### config.mk
export PLATFORM = sky130hd
export DESIGN_NAME = uart_tx_arbiter_flat
export DESIGN_NICKNAME = d
export VERILOG_FILES = /design/src/rtl/uart_tx_arbiter_if.sv /design/src/rtl/uart_tx_arbiter.sv /design/src/flat_wrapper.sv
export SDC_FILE = /design/constraint.sdc
export NUM_CORES = 1
export LEC_CHECK = 0
export CORE_MARGIN = 2
export CORE_UTILIZATION = 40
export CTS_CLUSTER_SIZE = 28
export DETAILED_ROUTE_END_ITERATION = 7
export GPL_ROUTABILITY_DRIVEN = 0
export GPL_TIMING_DRIVEN = 1
export PLACE_DENSITY = 0.72
export SLEW_MARGIN = 40
export SYNTH_ARGS = -nofsm -noshare
export SYNTH_HDL_FRONTEND = slang
export SYNTH_SLANG_ARGS = --single-unit
### constraint.sdc
create_clock -name clk -period 3.7 [get_ports clk]
set_clock_uncertainty 0.15 [all_clocks]
set_input_delay 0.74 -clock clk [delete_from_list [all_inputs] [get_ports clk]]
set_output_delay 0.74 -clock clk [all_outputs]
set_load 0.05 [all_outputs]
### src/rtl/uart_tx_arbiter_if.sv
// Bus bundle between the two byte requesters, the arbiter and the buart transmitter.
// The arbiter connects through the slave modport; the requester/UART side uses master.
interface uart_tx_arbiter_if;
  logic [7:0] req0_data;
  logic       req0_valid;
  logic       req0_last;
  logic       req0_ready;
  logic [7:0] req1_data;
  logic       req1_valid;
  logic       req1_last;
  logic       req1_ready;
  logic [7:0] uart_tx_data;
  logic       uart_wr;
  logic       uart_busy;
  logic [1:0] grant;
  logic       lock_timeout;

  modport master (
    output req0_data, req0_valid, req0_last,
    input  req0_ready,
    output req1_data, req1_valid, req1_last,
    input  req1_ready,
    input  uart_tx_data, uart_wr,
    output uart_busy,
    input  grant, lock_timeout
  );

  modport slave (
    input  req0_data, req0_valid, req0_last,
    output req0_ready,
    input  req1_data, req1_valid, req1_last,
    output req1_ready,
    output uart_tx_data, uart_wr,
    input  uart_busy,
    output grant, lock_timeout
  );
endinterface

### src/rtl/uart_tx_arbiter.sv
// Round-robin, packet-locked sharing of one buart transmitter between two byte sources.
// The owner keeps the UART until its last byte or until it idles for LOCK_TIMEOUT cycles.
module uart_tx_arbiter #(
  parameter int LOCK_TIMEOUT = 4096
) (
  input logic              clk,
  input logic              reset,
  uart_tx_arbiter_if.slave bus
);

  localparam int CNT_W = (LOCK_TIMEOUT < 1) ? 1 : $clog2(LOCK_TIMEOUT + 1);
  localparam logic [CNT_W-1:0] CNT_LAST = CNT_W'((LOCK_TIMEOUT > 0) ? LOCK_TIMEOUT - 1 : 0);
  localparam logic [CNT_W-1:0] CNT_MAX  = '1;

  typedef enum logic [1:0] {ARB, OWN, ISSUE, SETTLE} state_e;

  state_e           state_q, state_d;
  logic [1:0]       grant_q, grant_d;
  logic             rr_q, rr_d;           // 1: req1 is favoured on a tie
  logic [CNT_W-1:0] cnt_q, cnt_d;
  logic             last_q, last_d;
  logic [7:0]       tx_data_q, tx_data_d;
  logic             lt_q, lt_d;

  logic ready0, ready1;
  logic win;
  logic owner_valid;

  always_comb begin
    state_d     = state_q;
    grant_d     = grant_q;
    rr_d        = rr_q;
    cnt_d       = cnt_q;
    last_d      = last_q;
    tx_data_d   = tx_data_q;
    lt_d        = 1'b0;
    ready0      = 1'b0;
    ready1      = 1'b0;
    win         = 1'b0;
    owner_valid = (grant_q[0] & bus.req0_valid) | (grant_q[1] & bus.req1_valid);

    case (state_q)
      ARB: begin
        if (bus.req0_valid | bus.req1_valid) begin
          win     = (bus.req0_valid & bus.req1_valid) ? rr_q : bus.req1_valid;
          grant_d = win ? 2'b10 : 2'b01;
          cnt_d   = '0;
          state_d = OWN;
        end
      end

      OWN: begin
        ready0 = grant_q[0] & bus.req0_valid & ~bus.uart_busy;
        ready1 = grant_q[1] & bus.req1_valid & ~bus.uart_busy;
        if (ready0 | ready1) begin
          tx_data_d = ready0 ? bus.req0_data : bus.req1_data;
          last_d    = ready0 ? bus.req0_last : bus.req1_last;
          cnt_d     = '0;
          state_d   = ISSUE;
        end else if (!owner_valid && (LOCK_TIMEOUT != 0)) begin
          // Valid high while busy is back-pressure, not a stall, so only valid-low counts.
          if (cnt_q == CNT_LAST) begin
            lt_d    = 1'b1;
            grant_d = 2'b00;
            rr_d    = grant_q[0];
            cnt_d   = '0;
            state_d = ARB;
          end else if (cnt_q != CNT_MAX) begin
            cnt_d = cnt_q + 1'b1;
          end
        end
      end

      ISSUE: state_d = SETTLE;

      SETTLE: begin
        // Gives buart one cycle to raise busy before ready is evaluated again.
        if (last_q || (LOCK_TIMEOUT == 0)) begin
          grant_d = 2'b00;
          rr_d    = grant_q[0];
          state_d = ARB;
        end else begin
          state_d = OWN;
        end
      end

      default: state_d = ARB;
    endcase
  end

  always_ff @(posedge clk) begin
    if (reset) begin
      state_q   <= ARB;
      grant_q   <= 2'b00;
      rr_q      <= 1'b0;
      cnt_q     <= '0;
      last_q    <= 1'b0;
      tx_data_q <= 8'h00;
      lt_q      <= 1'b0;
    end else begin
      state_q   <= state_d;
      grant_q   <= grant_d;
      rr_q      <= rr_d;
      cnt_q     <= cnt_d;
      last_q    <= last_d;
      tx_data_q <= tx_data_d;
      lt_q      <= lt_d;
    end
  end

  assign bus.req0_ready   = ready0;
  assign bus.req1_ready   = ready1;
  assign bus.uart_wr      = (state_q == ISSUE);
  assign bus.uart_tx_data = tx_data_q;
  assign bus.grant        = grant_q;
  assign bus.lock_timeout = lt_q;

endmodule
### src/flat_wrapper.sv
// flat-port wrapper written by rule: the top's interface ports become plain ports
module uart_tx_arbiter_flat 
#(
  parameter int LOCK_TIMEOUT = 4096
)
  (clk, reset, bus_req0_data, bus_req0_valid, bus_req0_last, bus_req0_ready, bus_req1_data, bus_req1_valid, bus_req1_last, bus_req1_ready, bus_uart_tx_data, bus_uart_wr, bus_uart_busy, bus_grant, bus_lock_timeout);
  uart_tx_arbiter_if bus_i ();
  input logic clk;
  input logic reset;
  input wire logic [$bits(bus_i.req0_data)-1:0] bus_req0_data;
  input wire logic [$bits(bus_i.req0_valid)-1:0] bus_req0_valid;
  input wire logic [$bits(bus_i.req0_last)-1:0] bus_req0_last;
  output wire logic [$bits(bus_i.req0_ready)-1:0] bus_req0_ready;
  input wire logic [$bits(bus_i.req1_data)-1:0] bus_req1_data;
  input wire logic [$bits(bus_i.req1_valid)-1:0] bus_req1_valid;
  input wire logic [$bits(bus_i.req1_last)-1:0] bus_req1_last;
  output wire logic [$bits(bus_i.req1_ready)-1:0] bus_req1_ready;
  output wire logic [$bits(bus_i.uart_tx_data)-1:0] bus_uart_tx_data;
  output wire logic [$bits(bus_i.uart_wr)-1:0] bus_uart_wr;
  input wire logic [$bits(bus_i.uart_busy)-1:0] bus_uart_busy;
  output wire logic [$bits(bus_i.grant)-1:0] bus_grant;
  output wire logic [$bits(bus_i.lock_timeout)-1:0] bus_lock_timeout;
  assign bus_i.req0_data = bus_req0_data;
  assign bus_i.req0_valid = bus_req0_valid;
  assign bus_i.req0_last = bus_req0_last;
  assign bus_req0_ready = bus_i.req0_ready;
  assign bus_i.req1_data = bus_req1_data;
  assign bus_i.req1_valid = bus_req1_valid;
  assign bus_i.req1_last = bus_req1_last;
  assign bus_req1_ready = bus_i.req1_ready;
  assign bus_uart_tx_data = bus_i.uart_tx_data;
  assign bus_uart_wr = bus_i.uart_wr;
  assign bus_i.uart_busy = bus_uart_busy;
  assign bus_grant = bus_i.grant;
  assign bus_lock_timeout = bus_i.lock_timeout;
  uart_tx_arbiter #(.LOCK_TIMEOUT(LOCK_TIMEOUT)) u_core (.clk(clk), .reset(reset), .bus(bus_i));
endmodule
Yosys cells after proc, flatten, opt, wreduce, memory -nomap -nowiden

Index checks and enable logic that the tools add are counted.

Bits in registers: 28
Output and inout bits: 14

$add $sub $neg: 1
Eq/ne operators: 13
Mux-type cells: 28
Bitwise operators: 10
Reduce and logical (&&, ||, !) cells: 10

Operators by type and width:

| operator                                               | count |
|---|---|
| two-way mux 13 bit                                     | 5 |
| case mux 13 bit (2 select lines)                       | 1 |
| two-way mux 2 bit                                      | 8 |
| adder 13 x 1 -> 13 bit (second input constant)         | 1 |
| equality test 13 x 12 -> 1 bit (second input constant) | 1 |
| inequality test 13 bit (second input constant)         | 1 |
| two-way mux 1 bit                                      | 10 |
| two-way mux 8 bit                                      | 1 |
| case mux 2 bit (4 select lines)                        | 1 |
| inequality test 2 x 1 -> 1 bit (second input constant) | 3 |
| case mux 2 bit (3 select lines)                        | 1 |
| AND reduction 6 bit                                    | 1 |
| bitwise AND 1 bit                                      | 5 |
| AND reduction 5 bit                                    | 1 |
| equality test 2 bit (second input constant)            | 2 |
| inequality test 2 bit (second input constant)          | 2 |
| inequality test 4 x 1 -> 1 bit (second input constant) | 1 |
| AND reduction 4 bit                                    | 1 |
| nonzero test 2 bit                                     | 2 |
| OR reduction 4 bit                                     | 1 |
| inequality test 3 x 1 -> 1 bit (second input constant) | 1 |
| inequality test 3 bit (second input constant)          | 1 |
| OR 1 bit                                               | 3 |
| AND reduction 3 bit                                    | 1 |
| 6 further kinds                                        | 7 |

Depth between registers and ports, before layout

Word-level depth: 6
Mapped depth: 7

Worst setup path before layout

Ideal clock, no wire load.

Path kind: in2out
From: in bus_req1_valid
To: out bus_req1_ready
Arrival time: 1890 ps
Data required time: 2810 ps
Slack: 920 ps
Stages on the path: 2
Buffers on the path: 0
Cell sequence: nand2_1 nor3_1

Cells in the longest elaborated chain, start to end: 3

RTL lines:

| element                        | line                  | RTL |
|---|---|---|
| start: declaration             | flat_wrapper.sv:15    | `input wire logic [$bits(bus_i.req1_valid)-1:0] bus_req1_valid;` |
| bitwise AND 1 bit (2 in a row) | uart_tx_arbiter.sv:54 | `ready1 = grant_q[1] & bus.req1_valid & ~bus.uart_busy;` |
| two-way mux 1 bit              | uart_tx_arbiter.sv:42 | `case (state_q)` |
| end: declaration               | flat_wrapper.sv:17    | `output wire logic [$bits(bus_i.req1_ready)-1:0] bus_req1_ready;` |

Every way passes these cells.

Worst setup path after layout

Same ends and word-level chain as after synthesis.

==> impl_results.md <==
- Pins Over Slew Limit: 0
- First-pass GRT wire length: 5934 um
- Clock root cell: clkbuf_8
- Remaining DRCs: 0
- Initial core utilization: about two fifths
- CP Cell Sequence: clkdlybuf4s50_1 -> nand2_1 -> nor3_1 -> clkdlybuf4s50_1
- Die Area: between 4000 and 5000 um^2
- Num rows: 22
- Slowest-stage cell, CP: clkdlybuf4s50_1
- Unrepaired setup endpoints after global routing: false
- Synth top area cells: dfxtp_1 37%, mux2i_1 7.3%, nor2_1 5.5%
- Type of the most critical hold path: flip-flop to flip-flop
- Hold Buf Count CTS: 0
- Commonest non-fill, non-tap cell in the layout: clkdlybuf4s50_1
- Max Freq: 304.0 MHz
- LEAKAGE: around 0.8 nW
- Final Core Density: a little over half
- Status: completed
- Total Neg Setup Slack: 0 ns
- Power Density: ~310 nW/um^2
- Total track usage: between 10% and 20%
- Yosys cell types: 47
- Multi-input gate area: ~860 um^2
- Worst path most repeated cell: clkdlybuf4s50_1
- Grt total ovfl: 0
- Fraction of registers with async set or reset after synthesis: 0%
- Number of global-route vias before repair: ~1,400
- Crit path max-delay family: buffers and inverters
- Final hold slack: around 0.35 ns
- Layout cell share with drive strength beyond 1: under 10%
- Post-synth net total: 192
- Final WL: about 3300 um
- # fillers: approximately 370
- Main flop type after synthesis: dfxtp_1
- Antenna violations before repair: 0
- Via Count: around 1,400
- Final ANT Viol Nets: 0
- Largest area contributor in the netlist: dfxtp_1
- Final setup fails: 0
- CTS max path bufs: 2
- DR pass1 iterations: 4
- Post-synth EDFFs: 0
- Port Buffer Count: 36
- CP startpoint kind: primary input
- Skew-Pair Late Insertion Delay: approximately 0.27 ns
- Worst Path Buf+Inv: 2
- # nets final: 227
- Diode count: 0
- CTS tree: built
- Fin worst setup slack: ~0.4 ns
- Die width: about 65 um
- Via density: 5.518
- Clk slew on worst S/H paths: around 0.09 ns
- Core area: approximately 3600 um^2
- Area after DPL: 1889 um^2
- CTS resizes: 0
- Netlist Area Pre-Place: approximately 1500 um^2
- Slew of the pin with the lowest slew margin: 0.5257 ns
- Hold Violations, Final: 0
- Clk sinks: 28
- Rel. slew slack: 64.89%
- Synth Instances: ~170
- IO Pins: 37
- Die span in y: approximately 65 um
- Post-CTS setup buffers: 0
- Syn-to-layout area delta: 28.80%
- Worst-path maximum fanout: 6
- Synth Warn #: 0
- #FFs+latches synth: 28
- Period minus WS final: 3.289 ns
- Worst slack, placed: between 0.4 and 0.5 ns
- Initial drt markers: 75
- Crit end category: primary output
- Critical path arrival: 2.40 ns
- Wire length per cell: approximately 13 um
- Commonest cells after routing, fill and taps aside: 35 x clkdlybuf4s50_1, 28 x dfxtp_1, 22 x nor2_1, 12 x nor3_1, 11 x mux2i_1
- Register area share after synthesis: a little under two fifths
- Critical path type: primary input to primary output
- MaxCap Viol Count: 0
- H-tree levels: 1
- Pin count of the biggest net entering global routing: 24
- HPWL Detailed: around 2500 um
- Num CTS Buffers: 3
- FF/Latch Area: 560.5 um^2
- Share of the synthesized area in the top cell type: around 37%
- Tcrit/Tclk final: 88.90%
- Finished Cell Area: between 1500 and 2000 um^2
- Avg Inst Size Synth: 8.922 um^2
- Worst Path Required: roughly 2.8 ns
- Peak supply drop: 0.0001743 V
- CP max stage delay: between 0.8 and 0.9 ns
==> final timing paths <==
kind	startpoint	end	slack, ns	depth (start not counted)
max	bus_req1_valid	bus_req1_ready	0.41	4
min	u_core.bus.uart_tx_data[3]	u_core.bus.uart_tx_data[3]	0.35	2
max reg2reg	u_core.cnt_q[0]	u_core.cnt_q[2]	1.54	6
min reg2reg	u_core.bus.uart_tx_data[3]	u_core.bus.uart_tx_data[3]	0.35	2
==> cells in the mapped netlist, drive strengths merged, types with 2 or more instances <==
cell    count
nand4       2
a211o       6
inv         3
dfxtp      28
or4         2
a21oi       6
and3        7
nor2b       4
o21ai       3
nand2b      2
nand3      10
nor2       23
buf         7
clkbuf      2
nor4        2
a21o        4
nor3       14
mux2i      11
nand2       5
a211oi     11
a311oi      2
==> per-stage QoR <==
| stage | std cells | total power (W) |
|---|---|---|
| floorplan | 168 | 0.0004015 |
| global placement | 246 | 0.0004412 |
| detailed placement | 246 | 0.0004449 |
| CTS | 249 | 0.0006068 |
| global route | 249 | 0.0006284 |
| finish | 249 | 0.0005998 |
==> layer usage <==
layer | part of all wire, % | up-vias | GRT usage (%) | wire length, um
li1 | - | 700 | - | -
met1 | 45 | 627 | 20.68 | 1494
met2 | 47 | 40 | 29.34 | 1549
met3 | 6.9 | 7 | 4.795 | 231
met4 | 1.7 | 0 | 5.729 | 55
met5 | 0 | - | 0 | 0
==> power breakdown <==
group,switching (W),internal [W]
registers,0.0000105,0.000309
clock network,0.0000885,0.0000730
logic,0.0000643,0.0000548
==> state kept, by name, indices dropped and copies added, names as in the netlist, named ones only <==
signal,flops
u_core.bus.uart_tx_data,8
u_core.state_q,1
u_core.cnt_q,13
u_core.bus.grant,2
u_core.rr_q,1
u_core.bus.lock_timeout,1
u_core.last_q,1
==> layout make-up <==
class,instances,area share (%)
inverters,3,0.5833
multi-input cells,128,44.78
repair buffers,39,20.35
clock buffers,3,2.139
well taps,48,3.111
flip-flops and latches,28,29.03
==> worst reg2reg max path: stages, from the launching register on <==
cell     delay [ns]
dfxtp_1        0.41
ha_1           0.22
nand3_1        0.22
or4_1          0.55
o21a_4         0.25
nor2_8         0.14
a221o_1        0.16
==> cell families after synthesis <==
family	synth area share [%]
and+or+nand+nor	27.88
DFF	37.40
buffers and inverters	4.925
adders and majority gates	0.8346
muxes	7.346
AOI/OAI and AO/OA	21.62
Note: power is estimated with default switching activity, not from simulation.
